### src/rtl/mbus_initiator.sv
// Single-outstanding load/store master for the on-chip SRAM bus: byte address to word
// address + lane strobes, one-cycle read/write strobe, ready watchdog, load alignment.
module mbus_initiator #(
  parameter int unsigned ADDR_W  = 12,
  parameter int unsigned TIMEOUT = 16
) (
  input  logic              clk_i,
  input  logic              rst_ni,
  input  logic              req_valid_i,
  output logic              req_ready_o,
  input  logic              req_we_i,
  input  logic [31:0]       req_addr_i,
  input  logic [1:0]        req_size_i,
  input  logic              req_unsigned_i,
  input  logic [31:0]       req_wdata_i,
  output logic              resp_valid_o,
  output logic [31:0]       resp_rdata_o,
  output logic              resp_err_o,
  output logic [ADDR_W-1:0] mbus_addr_o,
  output logic [31:0]       mbus_data_d_o,
  output logic [3:0]        mbus_byte_sel_o,
  output logic              mbus_read_o,
  output logic              mbus_write_o,
  input  logic [31:0]       mbus_data_q_i,
  input  logic              mbus_ready_i
);

  localparam int unsigned CNT_W = (TIMEOUT > 2) ? $clog2(TIMEOUT) : 1;

  typedef enum logic [1:0] {
    ST_IDLE   = 2'd0,
    ST_STROBE = 2'd1,
    ST_WAIT   = 2'd2,
    ST_RESP   = 2'd3
  } state_e;

  state_e              state_q, state_d;
  logic [CNT_W-1:0]    cnt_q, cnt_d;
  logic [ADDR_W-1:0]   baddr_q, baddr_d;
  logic [31:0]         bdata_q, bdata_d;
  logic [3:0]          bsel_q, bsel_d;
  logic                rd_q, rd_d, wr_q, wr_d;
  logic                we_q, we_d, uns_q, uns_d;
  logic [1:0]          lane_q, lane_d, size_q, size_d;
  logic                resp_valid_q, resp_valid_d;
  logic                resp_err_q, resp_err_d;
  logic [31:0]         resp_rdata_q, resp_rdata_d;
  logic                bad_s;

  // Shift the addressed lane down to bit 0, then sign/zero-extend by access size.
  function automatic logic [31:0] align_load(input logic [31:0] q, input logic [1:0] lane,
                                             input logic [1:0] size, input logic uns);
    logic [31:0] sh;
    sh = q >> {lane, 3'b000};
    case (size)
      2'd0:    return uns ? {24'd0, sh[7:0]}  : {{24{sh[7]}}, sh[7:0]};
      2'd1:    return uns ? {16'd0, sh[15:0]} : {{16{sh[15]}}, sh[15:0]};
      default: return sh;
    endcase
  endfunction

  assign bad_s = (req_size_i == 2'd3)
               || ((req_size_i == 2'd1) && req_addr_i[0])
               || ((req_size_i == 2'd2) && (req_addr_i[1:0] != 2'd0))
               || ((req_addr_i >> (ADDR_W + 2)) != 32'd0);

  // Next-state, bus field and response computation.
  always_comb begin
    state_d      = state_q;
    cnt_d        = cnt_q;
    baddr_d      = baddr_q;
    bdata_d      = bdata_q;
    bsel_d       = bsel_q;
    we_d         = we_q;
    uns_d        = uns_q;
    lane_d       = lane_q;
    size_d       = size_q;
    rd_d         = 1'b0;
    wr_d         = 1'b0;
    resp_valid_d = 1'b0;
    resp_err_d   = 1'b0;
    resp_rdata_d = 32'd0;
    case (state_q)
      ST_IDLE: begin
        if (req_valid_i) begin
          if (bad_s) begin
            state_d      = ST_RESP;
            resp_valid_d = 1'b1;
            resp_err_d   = 1'b1;
          end else begin
            state_d = ST_STROBE;
            baddr_d = req_addr_i[ADDR_W+1:2];
            we_d    = req_we_i;
            uns_d   = req_unsigned_i;
            lane_d  = req_addr_i[1:0];
            size_d  = req_size_i;
            rd_d    = ~req_we_i;
            wr_d    = req_we_i;
            case (req_size_i)
              2'd0: begin
                bsel_d  = 4'b0001 << req_addr_i[1:0];
                bdata_d = {4{req_wdata_i[7:0]}};
              end
              2'd1: begin
                bsel_d  = 4'b0011 << req_addr_i[1:0];
                bdata_d = {2{req_wdata_i[15:0]}};
              end
              default: begin
                bsel_d  = 4'hF;
                bdata_d = req_wdata_i;
              end
            endcase
          end
        end else begin
          state_d = ST_IDLE;
        end
      end
      ST_STROBE: begin
        cnt_d   = {CNT_W{1'b0}};
        state_d = ST_WAIT;
      end
      ST_WAIT: begin
        if (mbus_ready_i) begin
          state_d      = ST_RESP;
          resp_valid_d = 1'b1;
          resp_rdata_d = we_q ? 32'd0 : align_load(mbus_data_q_i, lane_q, size_q, uns_q);
        end else if (cnt_q == CNT_W'(TIMEOUT - 1)) begin
          state_d      = ST_RESP;
          resp_valid_d = 1'b1;
          resp_err_d   = 1'b1;
        end else begin
          cnt_d = cnt_q + CNT_W'(1);
        end
      end
      ST_RESP: begin
        state_d = ST_IDLE;
      end
      default: begin
        state_d = ST_IDLE;
      end
    endcase
  end

  // State and output registers with synchronous active-low reset.
  always_ff @(posedge clk_i) begin
    if (!rst_ni) begin
      state_q      <= ST_IDLE;
      cnt_q        <= {CNT_W{1'b0}};
      baddr_q      <= {ADDR_W{1'b0}};
      bdata_q      <= 32'd0;
      bsel_q       <= 4'd0;
      rd_q         <= 1'b0;
      wr_q         <= 1'b0;
      we_q         <= 1'b0;
      uns_q        <= 1'b0;
      lane_q       <= 2'd0;
      size_q       <= 2'd0;
      resp_valid_q <= 1'b0;
      resp_err_q   <= 1'b0;
      resp_rdata_q <= 32'd0;
    end else begin
      state_q      <= state_d;
      cnt_q        <= cnt_d;
      baddr_q      <= baddr_d;
      bdata_q      <= bdata_d;
      bsel_q       <= bsel_d;
      rd_q         <= rd_d;
      wr_q         <= wr_d;
      we_q         <= we_d;
      uns_q        <= uns_d;
      lane_q       <= lane_d;
      size_q       <= size_d;
      resp_valid_q <= resp_valid_d;
      resp_err_q   <= resp_err_d;
      resp_rdata_q <= resp_rdata_d;
    end
  end

  assign req_ready_o     = (state_q == ST_IDLE);
  assign resp_valid_o    = resp_valid_q;
  assign resp_err_o      = resp_err_q;
  assign resp_rdata_o    = resp_rdata_q;
  assign mbus_addr_o     = baddr_q;
  assign mbus_data_d_o   = bdata_q;
  assign mbus_byte_sel_o = bsel_q;
  assign mbus_read_o     = rd_q;
  assign mbus_write_o    = wr_q;

endmodule
### config.mk
export PLATFORM = sky130hd
export DESIGN_NAME = mbus_initiator
export DESIGN_NICKNAME = d
export VERILOG_FILES = /design/src/rtl/mbus_initiator.sv
export SDC_FILE = /design/constraint.sdc
export NUM_CORES = 1
export LEC_CHECK = 0
export CORE_MARGIN = 1.5
export CORE_UTILIZATION = 43
export DETAILED_ROUTE_END_ITERATION = 12
export PLACE_DENSITY = 0.81
export SETUP_SLACK_MARGIN = 0.15
export SLEW_MARGIN = 25
export SYNTH_ARGS = -nofsm -noshare
export SYNTH_HDL_FRONTEND = slang
export SYNTH_SLANG_ARGS = --single-unit
### constraint.sdc
create_clock -name clk_i -period 1.84 [get_ports clk_i]
set_clock_uncertainty 0.1 [all_clocks]
set_input_delay 0.368 -clock clk_i [delete_from_list [all_inputs] [get_ports clk_i]]
set_output_delay 0.368 -clock clk_i [all_outputs]
set_load 0.02 [all_outputs]
; Yosys cells after proc, flatten, opt, wreduce, memory -nomap -nowiden
; Cells that the tools add are included.
[totals]
inputBits = 104
reg_bits = 96
[op_classes]
bitwise_logic = 7
shift = 3
muxes = 20
eq_ne = 11
add_sub_neg = 1
n_reduce_logical = 15
[op_table]
columns = cell, count
row1 = 32-bit case mux with 2 select lines, 2
row2 = 32-bit 2-to-1 mux, 2
row3 = 32-bit nonzero test, 1
row4 = 32-bit by 5-bit >> shifter with 32-bit output, 1
row5 = 4-bit case mux with 2 select lines, 2
row6 = 2-bit == test (second input constant), 4
row7 = 2-bit 2-to-1 mux, 4
row8 = 4-bit 2-to-1 mux, 2
row9 = 2-bit case mux with 4 select lines, 1
row10 = 4-bit OR reduction, 2
row11 = 1-bit inverter, 7
row12 = 2-bit by 1-bit == test with 1-bit output (second input constant), 3
row13 = 2-bit logical NOT, 3
row14 = 3-bit AND reduction, 2
row15 = 1-bit 2-to-1 mux, 5
row16 = 4-bit by 1-bit adder with 4-bit output (second input constant), 1
row17 = 4-bit == test (second input constant), 1
row18 = 2-bit != test (second input constant), 2
row19 = 1-bit case mux with 2 select lines, 2
row20 = 2-bit nonzero test, 2
row21 = 1-bit by 2-bit left shift with 4-bit output (first input constant), 1
row22 = 2-bit by 2-bit left shift with 4-bit output (first input constant), 1
row23 = 1-bit logical OR, 3
row24 = 3-bit != test (second input constant), 1
row25 = 1-bit logical AND, 2

; Longest topological paths before layout
; Gate-level depths: netlist of the first run.
[logic_depth]
ltp_word = 8
mapped_depth = 8
depth_no_buf = 6

; Worst setup path after synthesis of the first run
; OpenSTA, ideal clock, no wires.
[synth_path]
path_kind = register -> register
from = register state_q[0]
to = register baddr_q[0] (netlist: mbus_addr_o[0])
stages_incl_launch_ff = 9
arrival_ns = 1.670
path_slack_ns = -0.002
synth_period_minus_slack_ns = 1.842
n_path_buf = 2
path_cell_list = dfxtp_1 inv_1 ha_1 nand2_1 and4b_1 and2_4 buf_6 buf_12 mux2i_1
[synth_between]
elab_chain_len = 2
[synth_lines]
columns = element, line_no
row1 = "start, declared", 37  ; state_e state_q, state_d;
row2 = "start signal, assigned", 162  ; state_q <= state_d;
row3 = 2-bit logical NOT, n/a
row4 = net req_ready_o, 10  ; output logic req_ready_o,
row5 = 3-bit AND reduction (no source line), n/a
row6 = "end signal, assigned", 149  ; baddr_q <= {ADDR_W{1'b0}};
row7 = "end signal, assigned", 164  ; baddr_q <= baddr_d;
row8 = "end, declared", 39  ; logic [ADDR_W-1:0] baddr_q, baddr_d;
; The timed path passes the listed nets, and every way through them passes these cells.
; A chain may end at the register's enable or synchronous reset.

; Worst setup path in the final report of the first run
[layout_path]
from = input port req_addr_i[14]
to = register bsel_q[3] (netlist: mbus_byte_sel_o[3])
[layout_between]
elab_chain_len = 4
[layout_lines]
columns = element, line_no
row1 = "start, declared", 12  ; input logic [31:0] req_addr_i,
row2 = 32-bit nonzero test, 65  ; || ((req_addr_i >> (ADDR_W + 2)) != 32'd0);
row3 = 1-bit logical OR, 65
row4 = 1-bit inverter (no source line), n/a
row5 = 3-bit AND reduction (no source line), n/a
row6 = "end signal, assigned", 166  ; bsel_q <= bsel_d;
row7 = "end, declared", 41  ; logic [3:0] bsel_q, bsel_d;
; Every way passes these cells.

==> metrics.md, run 1 <==
| Metric | Value |
|---|---|
| Synth top cells by count | `nand2_1, dfxtp_1, o21ai_0` |
| CP endpoint kind | `flip-flop` |
| Number of port buffers | `188` |
| H-tree depth | `3` |
| Layout cells sized above 1 | `20.00%` |
| HP Class | `input pin to flip-flop` |
| CTS tree | `yes` |
| Clock share of power | `33.6%` |
| Row Count | `37` |
| Pwr dens | `629.5 nW/um^2` |
| # placed instances | `833` |
| Met3 GRT Util | `6.051%` |
| All-Layer GR Usage | `28.61%` |
| Global route overflow | `0` |
| Seq pwr share | `45.8%` |
| Unique masters post-synth | `41` |
| Cell-internal power | `3487 uW` |
| Pre-Repair DR Iteration Count | `6` |
| Nets | `848` |
| Arrival time at the worst endpoint | `2020 ps` |
| Setup WS post-layout | `4.647 ps` |
| Syn Std Cell Area | `4473 um^2` |
| Ys async rst share | `0%` |
| Worst-path cell chain | `clkdlybuf4s50_1, nor2_1, and4b_2, and2_4, buf_12, buf_12, mux2i_1` |
| Met1 GRT Util | `33.71%` |
| Fin crit period | `1835 ps` |
| Maximum vdd ir drop | `0.3424 mV` |
| CP dominant cell by count | `buf_12` |
| Sw frac | `26.16%` |
| DR vias/cell | `5.644` |
| Final antenna-violating net count | `0` |
| Max Clock Freq | `544.9 MHz` |
| CORE AREA | `10180 um^2` |
| Power share of the combinational group | `20.6%` |
| Final hold vios | `0` |
| Master of the slowest instance on the critical path | `clkdlybuf4s50_1` |
| Overall routed net length | `16880 um` |
| Most Crowded Layer GR | `met2` |
| Setup CP Type | `input pin to flip-flop` |
| Clock slew at the register clock pins of the worst setup and hold paths | `100 ps` |
| Min Hold Slack | `228.2 ps` |
| Status | `finished, final reports clean` |
| Residual DRC | `0` |
| Worst-Margin Slew | `355.9 ps` |
| Routed WL per cell | `19.14 um` |
| Required time of the critical path | `2030 ps` |
| Worst slack at placement | `-499.5 ps` |
| Avg Cell Area, Syn | `8.553 um^2` |
| Num CTS Buffers | `9` |
| Fin crit share | `99.75%` |
| FF+latch count, synth | `96` |
| CP startpoint kind | `input pin` |
| I/O pins | `189` |
| First-pass GRT wire length | `25100 um` |
| Setup TNS | `0 ps` |
| Most used DFF post-synth | `dfxtp_1` |
| Met2 Track Usage GR | `49.81%` |
| Die footprint | `11020 um^2` |
| Area leader, netlist | `dfxtp_1` |
| Die width | `105.0 um` |
| DR iter-0 viols | `405` |
| Post-synth EDFFs | `0` |
| Top-area cell type share of the netlist area | `42.97%` |
| Pin count of the biggest net entering global routing | `91` |
| Root buffer cell | `clkbuf_8` |
| Mapped Nets | `631` |
| Initial core utilization | `43.92%` |
| Gpl congestion | `0.8840` |
| RSZ-0062 raised after global routing | `true` |
| Max stage delay on crit path | `400 ps` |
| DP Wirelength | `10110 um` |
| Seq/Total Area, Yosys | `42.97%` |
| Area grow syn2layout | `67.72%` |
| Synth area leaders | `dfxtp_1, nand2_1, mux2i_1, mux2_2, nand4_1` |
| Warnings from Yosys | `0` |
| Final setup vio count | `0` |
| P_leak | `0.003202 uW` |
| Die height | `105.0 um` |
| Initial antenna violation count | `1` |
| Slew margin rel. | `76.27%` |
| Clk_lat worst skew | `360 ps` |
| Final Slew Violations | `0` |
| Max Cap Viol | `0` |
| Clock Sink Count | `96` |
| Critical-path maximum fanout | `8` |
| Vias | `4978` |
| Vias in the first global route | `4889` |
| Most common cell in the netlist | `nand2_1` |
| Max Buffers Root-to-Sink | `2` |
| Layout Cells excl Fill | `882` |
| P_sw | `1235 uW` |
| Post-Syn Instances | `523` |
cells by family after synthesis:
group                      Yosys count  synth area share [%]
AOI/OAI and AO/OA                  113                 14.57
adders and majority gates            4                 1.119
buffers and inverters               51                 5.958
DFF                                 96                 42.96
muxes                               58                 13.68
and+or+nand+nor                    201                 21.71
state kept, by name, summed over array words and instances (netlist names), 2 cells and up:
| register | count |
|---|---|
| mbus_byte_sel_o | 4 |
| state_q | 2 |
| mbus_addr_o | 12 |
| cnt_q | 4 |
| resp_rdata_o | 32 |
| lane_q | 2 |
| mbus_data_d_o | 32 |
| size_q | 2 |
placed cells by master (no fill, tap or decap), types with 15 or more instances in the layout:
cell,netlist,routed
dlygate4sd2_1,0,105
nand2_1,100,99
dfxtp_1,96,93
clkdlybuf4s50_1,0,80
nand4_1,37,37
mux2i_1,33,32
buf_4,4,32
a21oi_1,29,28
o21ai_0,45,27
mux2_2,25,25
buf_12,1,18
nor2_1,16,16
a211oi_1,15,15
o21ai_2,0,15
power groups by stage:
stage / Sequential (uW) / Combinational, uW / Clock [uW]
3_5_place_dp: 2220 / 909 / 0
2_1_floorplan: 2270 / 354 / 0
4_1_cts: 2160 / 924 / 1600
5_1_grt: 2170 / 1030 / 1690
6_report: 2160 / 973 / 1590
3_3_place_gp: 2210 / 878 / 0
layer usage:
| metal | share of wire [%] | vias up |
|---|---|---|
| li1 | - | 2282 |
| met1 | 38 | 2308 |
| met2 | 49 | 328 |
| met5 | 0 | - |
| met3 | 9.4 | 60 |
| met4 | 3.3 | 0 |
timing repair:
action | 4_1_cts | 5_1_grt
hold buffers | 0 | 0
setup endpoints to repair | 150 | 65
cloned | 10 | 1
setup buffers | 18 | 3
pin swaps | 23 | 12
resized for setup | 164 | 25
area by class of cell:
type | instances | area (um^2)
Sequential cell | 96 | 1926
Inverter | 4 | 15.01
Multi-Input combinational cell | 376 | 2457
Timing Repair Buffer | 253 | 2700
Clock buffer | 12 | 155.1
Clock inverter | 4 | 76.32
Antenna cell | 1 | 2.502
Tap cell | 136 | 170.2
Fill cell | 712 | 2683
per-stage QoR:
| step | power, uW | instance area (um^2) | utilization, % |
|---|---|---|---|
| final | 4722 | 7502 | 73.66 |
| after CTS | 4687 | 7356 | 72.22 |
| after detailed placement | 3125 | 6615 | 64.95 |
| after global placement | 3091 | 6615 | 64.95 |
| after floorplan | 2619 | 4498 | - |
| after global routing | 4888 | 7502 | 73.66 |
path summary, 6_finish.rpt:
check	to	slack, ps	from	cells after the start
max	mbus_byte_sel_o[3]	5	req_addr_i[14]	7
min	resp_err_o	230	rst_ni	2
max reg2reg	mbus_byte_sel_o[3]	10	state_q[1]	8
min reg2reg	mbus_data_d_o[31]	350	mbus_data_d_o[31]	2
worst max-delay path: cells and delay by family:
family	cells	cell delay (ps)
AND/OR/NAND/NOR	3	770
buffers and inverters	3	670
multiplexers	1	210
No activity file was read; power rests on OpenSTA's default activity.
==> run 2, diff against run 1 <==
Settings changed: CELL_PAD_IN_SITES_DETAIL_PLACEMENT set to 1, CELL_PAD_IN_SITES_GLOBAL_PLACEMENT set to 1, CORE_UTILIZATION 43 to 31, PLACE_DENSITY 0.81 to unset, PLACE_DENSITY_LB_ADDON set to 0.1, RECOVER_POWER set to 100.
==> run 2 against run 1 <==
Net effect: the flow now finishes with violations (negative setup slack); sequential power about the same; clock power up 21%; via count down 4.0%; global-route usage down 6.7 points; design area up 3.0%; non-clock buffer count up 9; critical endpoint is now mbus_addr_o[10]; highest routed layer unchanged.
==> metrics.md, run 2 (synthesis results as in run 1) <==
| Metric | Value |
|---|---|
| R2R depth | `10 (+2)` |
| Setup WS post-layout | `-25.49 ps (-30.14 ps)` |
| Routed WL per cell | `18.83 um (-1.6%)` |
| CTS tree | `yes` |
| Final Cell Area | `7726 um^2 (+3.0%)` |
| Flop2flop setup slack | `-30 ps (-40 ps)` |
| RSZ-0062 raised after global routing | `true` |
| Clock slew at the register clock pins of the worst setup and hold paths | `70 ps (-30 ps)` |
| Vias in the first global route | `4945 (+1.1%)` |
| DP Wirelength | `11530 um (+14%)` |
| Max Buffers Root-to-Sink | `2 (unchanged)` |
| Layout cells sized above 1 | `24.40% (+4.4 points)` |
| DR vias/cell | `5.118 (-9.3%)` |
| CP startpoint kind | `flip-flop` |
| H-tree depth | `3 (unchanged)` |
| Setup CP Type | `flip-flop to flip-flop` |
| Status | `finished with violations` |
| Number of port buffers | `188 (unchanged)` |
| # placed instances | `882 (+5.9%)` |
| DR iter-0 viols | `228 (-44%)` |
| Clk_lat worst skew | `350 ps (about the same)` |
| Clock share of power | `37.2% (+3.6 points)` |
| Num CTS Buffers | `9 (unchanged)` |
| Commonest non-fill, non-tap cell in the layout | `nand2_1` |
| Final hold vios | `0 (unchanged)` |
| Initial core utilization | `31.98% (-12 points)` |
| P_sw | `1400 uW (+13%)` |
| Critical-path maximum fanout | `4 (-4)` |
| Pwr dens | `670.6 nW/um^2 (+6.5%)` |
| Worst-Margin Slew | `406.0 ps (+50.13 ps)` |
| Required time of the critical path | `1980 ps (-50 ps)` |
| Root buffer cell | `clkbuf_16` |
| Area grow syn2layout | `72.73%` |
| Seq pwr share | `41.8% (-4.0 points)` |
| Max Clock Freq | `536.1 MHz (-1.6%)` |
| Maximum vdd ir drop | `0.4566 mV (+33%)` |
| Cell-internal power | `3782 uW (+8.4%)` |
| CP endpoint kind | `flip-flop` |
| Hold path cells | `3 (+1)` |
| I/O pins | `189 (unchanged)` |
| First-pass GRT wire length | `25760 um (+2.6%)` |
| Die footprint | `15160 um^2 (+38%)` |
| Final antenna-violating net count | `0 (unchanged)` |
| HP Class | `input pin to flip-flop` |
| Worst r2r src | `state_q[1]` |
| Power share of the combinational group | `21.0% (+0.4 points)` |
| Worst slack at placement | `-447.5 ps (+51.98 ps)` |
| Nets | `857 (+1.1%)` |
| Max stage delay on crit path | `350 ps (-50 ps)` |
| Slew margin rel. | `72.77% (-3.5 points)` |
| Residual DRC | `0 (unchanged)` |
| Overall routed net length | `17580 um (+4.2%)` |
| Area after DPL | `6733 um^2 (+1.8%)` |
| Die height | `123.1 um (+17%)` |
| Initial antenna violation count | `0 (-1)` |
| All-Layer GR Usage | `21.95% (-6.7 points)` |
| Row Count | `43 (+16%)` |
| Layout Cells excl Fill | `934 (+5.9%)` |
| CP dominant cell by count | `buf_12` |
| Master of the slowest instance on the critical path | `dfxtp_2` |
| Pre-Repair DR Iteration Count | `4 (-2)` |
| Global route overflow | `0 (unchanged)` |
| Antenna cells | `0 (-1)` |
| Most frequent cells in the layout | `nand2_1, dlygate4sd2_1, dfxtp_1, clkdlybuf4s50_1, buf_4` |
| Final Slew Violations | `0 (unchanged)` |
| Hold Path End | `cnt_q[2]` |
| P_leak | `0.003291 uW (+2.8%)` |
| Failing checks | `negative setup slack` |
| Min Hold Slack | `222.4 ps (-5.750 ps)` |
| Fin crit period | `1865 ps (+30.14 ps)` |
| Hold Startpoint | `rst_ni` |
| Clock Sink Count | `96 (unchanged)` |
| Reg2reg end | `mbus_addr_o[10]` |
| Arrival time at the worst endpoint | `2010 ps (about the same)` |
| Die width | `123.1 um (+17%)` |
| Sw frac | `27.01% (+0.85 points)` |
| Max Cap Viol | `0 (unchanged)` |
| Pin count of the biggest net entering global routing | `81 (-11%)` |
| Filler instances | `1604 (+130%)` |
| Vias | `4780 (-4.0%)` |
| Gpl congestion | `0.8446 (-4.5%)` |
| Fin crit share | `101.4% (+1.6 points)` |
| Final setup vio count | `2 (+2)` |
| Final Util | `55.23% (-18 points)` |
| CORE AREA | `13990 um^2 (+37%)` |
| Worst-path cell chain | `inv_2, ha_4, nand2_4, and4b_1, and2_4, buf_12, buf_12, buf_12, buf_16, mux2i_4` |
-- run 2: worst max-delay path, delay by kind of cell (launching register included) --
kind          cells  cell delay [ps]
buf+inv           5              540
mux               1              170
flops             1              350
fa+ha+maj         1              170
simple gates      3              420
-- run 2: what timing repair did --
action | 4_1_cts | 5_1_grt
setup buffers | 18 | 8
gates resized for setup | 157 | 78
hold endpoints to repair | 0 | 0
setup endpoints to repair | 153 | 70
pin swaps | 9 | 33
cloned | 4 | 6
hold buffers | 0 | 0
-- run 2: area by class of cell --
cell class                      count  area (um^2)  share of cell area [%]
Clock buffer                       10        229.0                   2.964
Clock inverter                      6        68.82                  0.8907
Inverter                            4        15.01                  0.1943
Multi-Input combinational cell    376         2571                   33.28
Sequential cell                    96         1926                   24.92
Tap cell                          180        225.2                   2.915
Timing Repair Buffer              262         2691                   34.83
-- run 2: worst max path at each step --
stage                         startpoint                end  slack (ps)
after floorplan           req_addr_i[17]     mbus_addr_o[0]         160
after global placement    req_addr_i[17]  mbus_data_d_o[30]        -360
after detailed placement  req_addr_i[17]   mbus_data_d_o[6]        -450
after CTS                     state_q[1]        req_ready_o          20
after global routing          state_q[1]              uns_q        -110
final                         state_q[1]    mbus_addr_o[10]         -30
-- run 2: stage by stage --
stage,TNS [ps],total power [uW]
2_1_floorplan,0,2619
3_3_place_gp,-21150,3119
3_5_place_dp,-24930,3140
4_1_cts,0,5121
5_1_grt,-1934,5411
6_report,-35.32,5181
-- run 2: power groups by stage --
stage | sequential [uW] | combinational (uW) | clock, uW
after floorplan | 2270 | 354 | 0
after global placement | 2210 | 905 | 0
after detailed placement | 2220 | 923 | 0
after CTS | 2170 | 996 | 1960
after global routing | 2170 | 1170 | 2070
final | 2170 | 1090 | 1930
-- run 2: per-layer routing --
layer / track usage [%] / vias up / wire, um
li1: - / 2304 / -
met1: 26.36 / 2323 / 7304
met2: 39.41 / 128 / 9121
met3: 3.828 / 25 / 818
met4: 7.471 / 0 / 338
met5: 0 / - / 0
==> run 3, diff against run 2 <==
Settings changed: PLACE_DENSITY_LB_ADDON 0.1 to 0.2.
==> run 3 against run 2 <==
Net effect: the flow now finishes without violations; via count rose by 1.0%; sequential share of layout area up 0.70 points; critical path depth down 1; hold slack improved by 34 ps; non-clock buffer count shrank 8; maximum frequency is 3.4% higher; design area decreased by 2.8%; die area unchanged; sequential cell count stayed put; global-route usage decreased by 0.36 points; largest cell class unchanged; largest power group unchanged.
==> metrics.md, run 3 (synthesis results as in run 1) <==
| Metric | Value |
|---|---|
| Most frequent cells in the layout | `nand2_1, dlygate4sd2_1, dfxtp_1, clkdlybuf4s50_1, nand4_1` |
| Vias in the first global route | `4837 (-2.2%)` |
| Vias | `4828 (+1.0%)` |
| Register area | `1924 um^2 (about the same)` |
| Final setup vio count | `0 (-2)` |
| Setup CP Type | `flip-flop to flip-flop` |
| Overall routed net length | `17730 um (+0.81%)` |
| I/O pins | `189 (unchanged)` |
| Cell-internal power | `3733 uW (-1.3%)` |
| H-tree depth | `3 (unchanged)` |
| Worst-Margin Slew | `445.5 ps (+39.49 ps)` |
| Initial antenna violation count | `0 (unchanged)` |
| Hold-fix buffers, CTS | `0 (unchanged)` |
| Layout cells sized above 1 | `17.96% (-6.4 points)` |
| P_leak | `0.003204 uW (-2.6%)` |
| Filler instances | `1622 (+1.1%)` |
| Max Clock Freq | `554.5 MHz (+3.4%)` |
| Required time of the critical path | `2020 ps (+40 ps)` |
| Pwr dens | `676.4 nW/um^2 (+0.86%)` |
| Power share of the combinational group | `19.2% (-1.8 points)` |
| Die footprint | `15160 um^2 (unchanged)` |
| CP startpoint kind | `flip-flop` |
| DP Wirelength | `11710 um (+1.6%)` |
| Clock share of power | `38.1% (+0.9 points)` |
| Die width | `123.1 um (unchanged)` |
| CP endpoint kind | `flip-flop` |
| Commonest non-fill, non-tap cell in the layout | `nand2_1` |
| Final antenna-violating net count | `0 (unchanged)` |
| DR iter-0 viols | `281 (+23%)` |
| Multi-input logic area | `2401 um^2 (-6.6%)` |
| Pin count of the biggest net entering global routing | `83 (+2.5%)` |
| RSZ-0062 raised after global routing | `true` |
| Die height | `123.1 um (unchanged)` |
| Clock slew at the register clock pins of the worst setup and hold paths | `70 ps (about the same)` |
| Setup TNS | `0 ps (+35.32 ps)` |
| Area grow syn2layout | `67.89%` |
| Root buffer cell | `clkbuf_16` |
| CTS tree | `yes` |
| Fin crit share | `98.01% (-3.4 points)` |
| Pre-Repair DR Iteration Count | `4 (unchanged)` |
| Clock Sink Count | `96 (unchanged)` |
| HP Class | `input pin to flip-flop` |
| Antenna cells | `0 (unchanged)` |
| First-pass GRT wire length | `25250 um (-2.0%)` |
| Global route overflow | `0 (unchanged)` |
| Nets | `849 (-0.93%)` |
| Max Cap Viol | `0 (unchanged)` |
| Row Count | `43 (unchanged)` |
| Initial core utilization | `31.98% (unchanged)` |
| DR vias/cell | `5.214 (+1.9%)` |
| Critical-path maximum fanout | `6 (+2)` |
| Routed WL per cell | `19.14 um (+1.7%)` |
| Number of port buffers | `188 (unchanged)` |
| Slew margin rel. | `70.27% (-2.5 points)` |
| CORE AREA | `13990 um^2 (unchanged)` |
| Fin crit period | `1803 ps (-62.09 ps)` |
| Clk_lat worst skew | `350 ps (about the same)` |
| Maximum vdd ir drop | `0.3818 mV (-16%)` |
| Final hold vios | `0 (unchanged)` |
| All-Layer GR Usage | `21.59% (-0.36 points)` |
| Gpl congestion | `0.8518 (+0.85%)` |
| Max Buffers Root-to-Sink | `2 (unchanged)` |
| Final Util | `53.69% (-1.5 points)` |
| Residual DRC | `0 (unchanged)` |
| Arrival time at the worst endpoint | `1980 ps (-30 ps)` |
| Num CTS Buffers | `9 (unchanged)` |
| P_sw | `1346 uW (-3.8%)` |
| Seq pwr share | `42.7% (+0.9 points)` |
| Sw frac | `26.50% (-0.51 points)` |
| Final Slew Violations | `0 (unchanged)` |
| Status | `finished, final reports clean` |
| Pwr Total | `5079 uW (-2.0%)` |
[run 3: changes by cell type in the layout (fill, tap and decap cells not counted), moves of 4 or more]
cell	previous run	this run
o21ai_0	16	32
a211oi_1	10	15
o21ai_2	25	6
a21oi_2	5	1
buf_4	44	29
a21oi_1	24	28
mux2i_1	27	32
mux2i_2	5	1
a211oi_2	4	0
[run 3: critical path, stage by stage (launching register included)]
cell     delay (ps)
dfxtp_1         350
inv_2            70
ha_4            170
nand2_4          60
and4b_2         240
and2_4          190
buf_12          130
buf_12          130
buf_16          130
o21ai_1         150
[run 3: final timing paths]
| kind | slack, ps | startpoint | depth (start not counted) | endpoint |
|---|---|---|---|---|
| worst max-delay path | 40 | state_q[0] | 9 | mbus_data_d_o[27] |
| worst max register to register | 40 | state_q[0] | 9 | mbus_data_d_o[27] |
| worst min-delay path | 260 | rst_ni | 3 | cnt_q[2] |
| worst min register to register | 350 | mbus_data_d_o[1] | 2 | mbus_data_d_o[1] |
[run 3: final cells by class]
cell class | count | area share, %
timing repair buffer | 254 | 35.22
multi-input combinational | 376 | 31.97
inverter | 4 | 0.1999
tap | 180 | 2.999
clock inverter | 5 | 0.7498
clock buffer | 11 | 3.232
sequential | 96 | 25.62
[run 3: power by group through the flow]
| stage | sequential [uW] | combinational [uW] | clock, uW |
|---|---|---|---|
| global route | 2170 | 1050 | 2060 |
| finish | 2170 | 978 | 1940 |
| CTS | 2170 | 953 | 1970 |
| global placement | 2210 | 901 | 0 |
| detailed placement | 2220 | 932 | 0 |
| floorplan | 2270 | 354 | 0 |
[run 3: per-stage QoR]
step           area [um^2]  worst slack (ps)  hold slack (ps)  cells
5_1_grt               7510            -19.10            265.5    926
2_1_floorplan         4498             159.0            329.5    523
3_3_place_gp          6750            -449.4            341.3    881
6_report              7510             36.60            256.1    926
4_1_cts               7237             88.44            249.1    913
3_5_place_dp          6750            -526.4            343.8    881
[run 3: timing repair]
| action | 4_1_cts | 5_1_grt |
|---|---|---|
| pin swaps | 21 | 12 |
| gates resized for setup | 142 | 52 |
| gates cloned | 4 | 9 |
| setup endpoints to repair | 153 | 81 |
| setup buffers | 12 | 4 |
[run 3: routing by layer]
metal  share of wire (%)  GRT usage [%]  vias up
met1                  40          25.51     2317
li1                    -              -     2289
met5                   0              0        -
met4                 1.9          6.825        0
met2                  51          38.68      194
met3                 6.8          4.889       28
==> variant: new RTL, flow settings as in run 3 <==
Register the output `resp_err_o` once more, cleared by the reset; this adds one clock of latency there. The other outputs are not delayed to match.
--- a/src/rtl/mbus_initiator.sv
+++ b/src/rtl/mbus_initiator.sv
@@ -180,3 +180,9 @@
   assign resp_valid_o    = resp_valid_q;
-  assign resp_err_o      = resp_err_q;
+  always_ff @(posedge clk_i) begin
+    if (!rst_ni) begin
+      resp_err_o <= '0;
+    end else begin
+      resp_err_o <= resp_err_q;
+    end
+  end
   assign resp_rdata_o    = resp_rdata_q;
Check against the original RTL: not equivalent (a bounded check fails within 4 cycles, from zero or initial values and one cycle with rst_ni low).
==> variant against run 3 <==
  * Design area decreased by 5.1%
  * Power decreased by 4.3%
  * Sequential cell count increased by 1
  * Synthesized cell count decreased by 0.76%
  * Wire length decreased by 8.4%
  * Critical path depth decreased by 4
  * Worst setup slack improved by 66 ps
  * Via count decreased by 3.2%
  * Area after synthesis increased by 1.8%
  * Core utilization decreased by 4.3 points
  * Register-to-register slack improved by 70 ps
  * Largest cell class is now multi-input combinational cells
==> variant: results (changes against run 3) <==
Parameter                              Value

Clock tree
  H-tree levels ... 3 (unchanged)
  CTS Root Cell ... clkbuf_16
  Clock insertion delay at the later pin of the skew report ... 340 ps
  Clock buffer depth ... 2 (unchanged)
  CTS hold repair buffers ... 0 (unchanged)
  Clock-pin slew reported for the worst setup and hold paths after clock tree synthesis ... 70 ps (about the same)
  Number of CTS-inserted buffers ... 9 (unchanged)

Synth
  Fraction of synthesized area in multiplexers ... 12.8% (-0.91 points)
  Compound-cell area share of the yosys netlist ... 19.0% (+4.4 points)
  Top post-synthesis cells by area ... dfxtp_1 43%, mux2i_1 11%, nand2_1 6.9%
  Post-Synthesis Net Count ... 627 (-0.63%)
  Warning count from the yosys run ... 0 (unchanged)
  Adder-cell area share of the yosys netlist ... 1.10% (-0.020 points)
  XOR/XNOR share of the synthesized area ... 0% (unchanged)
  Area share of the leading cell type in the synthesized netlist ... 42.6% (-0.34 points)
  Share of synthesized area occupied by flip-flops and latches ... 42.6% (-0.34 points)
  Async set-or-reset flop fraction in the synthesized netlist ... 0% (unchanged)
  Top cells by instance count after synthesis ... 97 x dfxtp_1, 84 x nand2_1, 48 x mux2i_1
  Count of different cell masters after synthesis ... 43 (+4.9%)

Global routing
  Initial antenna violation count ... 0 (unchanged)
  First-pass GRT wire length ... 25600 microns (+1.5%)
  Overall routing resource usage ... 20.6% (-0.98 points)
  Via count of the first global-routing pass ... 4966 (+2.7%)
  Maximum number of pins on one net before global-route repair ... 67 (-19%)

Timing
  Worst relative slew slack ... 66.9% (-3.4 points)
  Final-report setup violation count ... 0 (unchanged)

Drt
  Remaining DRCs ... 0 (unchanged)
  Number of DRC violations after detailed-routing iteration 0 ... 253 (-10%)
  TritonRoute pass-1 iters ... 4 (unchanged)
  Drt wl/cell ... 17.9 microns (-6.4%)
  Via count of the routed design ... 4672 (-3.2%)

Critical path
  Longest individual stage delay on the worst path ... 510 ps (+160 ps)
  CP max stage cell ... or3_1
  Arrival time at the worst endpoint ... 1910 ps (-70 ps)
  Worst-path maximum fanout ... 8 (+2)
  Cell family contributing the most delay on the critical path ... simple AND/OR/NAND/NOR gates

Pwr
  Cell leakage power ... 3.02 nW (-5.8%)
  Switching fraction of total power ... 27.4% (+0.92 points)
  Worst VDD drop ... 0.411 mV (+7.7%)

Placement
  Worst slack at placement ... -494 ps (+32.1 ps)
  Count of input and output buffers ... 188 (unchanged)
  Post-place instance area ... 6830 sq um (+1.1%)
  Global placer's final weighted congestion ... 0.841 (-1.2%)
  Hpwl dp ... 12500 microns (+6.9%)

Layout
  Antenna diode instance count ... 0 (unchanged)
  Fraction of layout instances using a drive strength above 1 ... 14.8% (-3.1 points)
  Post-layout net count ... 825 (-2.8%)
  Filler Cells Inserted ... 1672 (+3.1%)

Status
  Result of the run ... completed

Min path
  Hold WC Path Type ... in2reg
-- variant: cell types whose count changed after synthesis, sizes merged, moves of 3 or more --
cell	before	now
a311oi	1	16
a31oi	1	18
clkbuf	24	31
mux2	25	9
mux2i	33	48
nand2	100	84
nand2b	4	1
nand3	7	4
nand4	37	24
o21ai	56	44
o22ai	0	3
-- variant: final cells by class --
| type | instances | area share [%] |
|---|---|---|
| Clock buffer | 10 | 3.21 |
| Tap cell | 184 | 3.23 |
| Inverter | 5 | 0.263 |
| Timing Repair Buffer | 240 | 31.8 |
| Multi-Input combinational cell | 364 | 33.6 |
| Sequential cell | 97 | 27.3 |
| Clock inverter | 6 | 0.615 |
-- variant: tightest hold or removal path, stage by stage --
cell	delay, ps
buf_2	170
nand2_1	80
o21ai_1	50
-- variant: kinds of logic (layout without fill, tap and decap cells) --
kind of cell,count (synthesis),in the layout
adders and majority gates,4,4
AOI/OAI and AO/OA,132,132
muxes,57,57
DFF,97,97
buffers and inverters,59,261
and+or+nand+nor,170,171
-- variant: path summary, 6_finish.rpt --
check / from / end / slack, ps / depth (start not counted)
max: mbus_data_q_i[15] / resp_rdata_o[10] / 100 / 5
min: rst_ni / resp_valid_o / 270 / 3
max reg2reg: state_q[0] / uns_q / 110 / 7
min reg2reg: resp_err_q / resp_err_o / 350 / 1
-- variant: stage by stage --
step	utilization [%]	hold WS, ps	TNS (ps)	std cells
after floorplan	-	312	0	519
after global placement	47.3	319	-26290	880
after detailed placement	47.3	330	-27970	880
after CTS	49.2	271	0	903
after global routing	49.4	304	0	906
final	49.4	272	0	906
-- variant: what timing repair did --
action,CTS,global route
setup endpoints to repair,152,78
setup buffers,6,2
gates resized for setup,119,21
cloned,1,1
pin swaps,7,13
-- variant: power groups by stage --
stage / logic [mW] / registers [mW] / clock network [mW]
after floorplan: 0.396 / 2.27 / 0
after global placement: 0.888 / 2.23 / 0
final: 0.925 / 2.18 / 1.76
after detailed placement: 0.920 / 2.23 / 0
after CTS: 0.915 / 2.18 / 1.80
after global routing: 1.00 / 2.18 / 1.90
-- variant: per-layer routing --
layer	track usage (%)	part of all wire, %	wire length, microns	up-vias
met3	4.87	5.0	815	17
met4	5.07	1.5	239	0
met1	24.5	43	6960	2228
li1	-	-	-	2262
met5	0	0	0	-
met2	37.2	51	8220	165
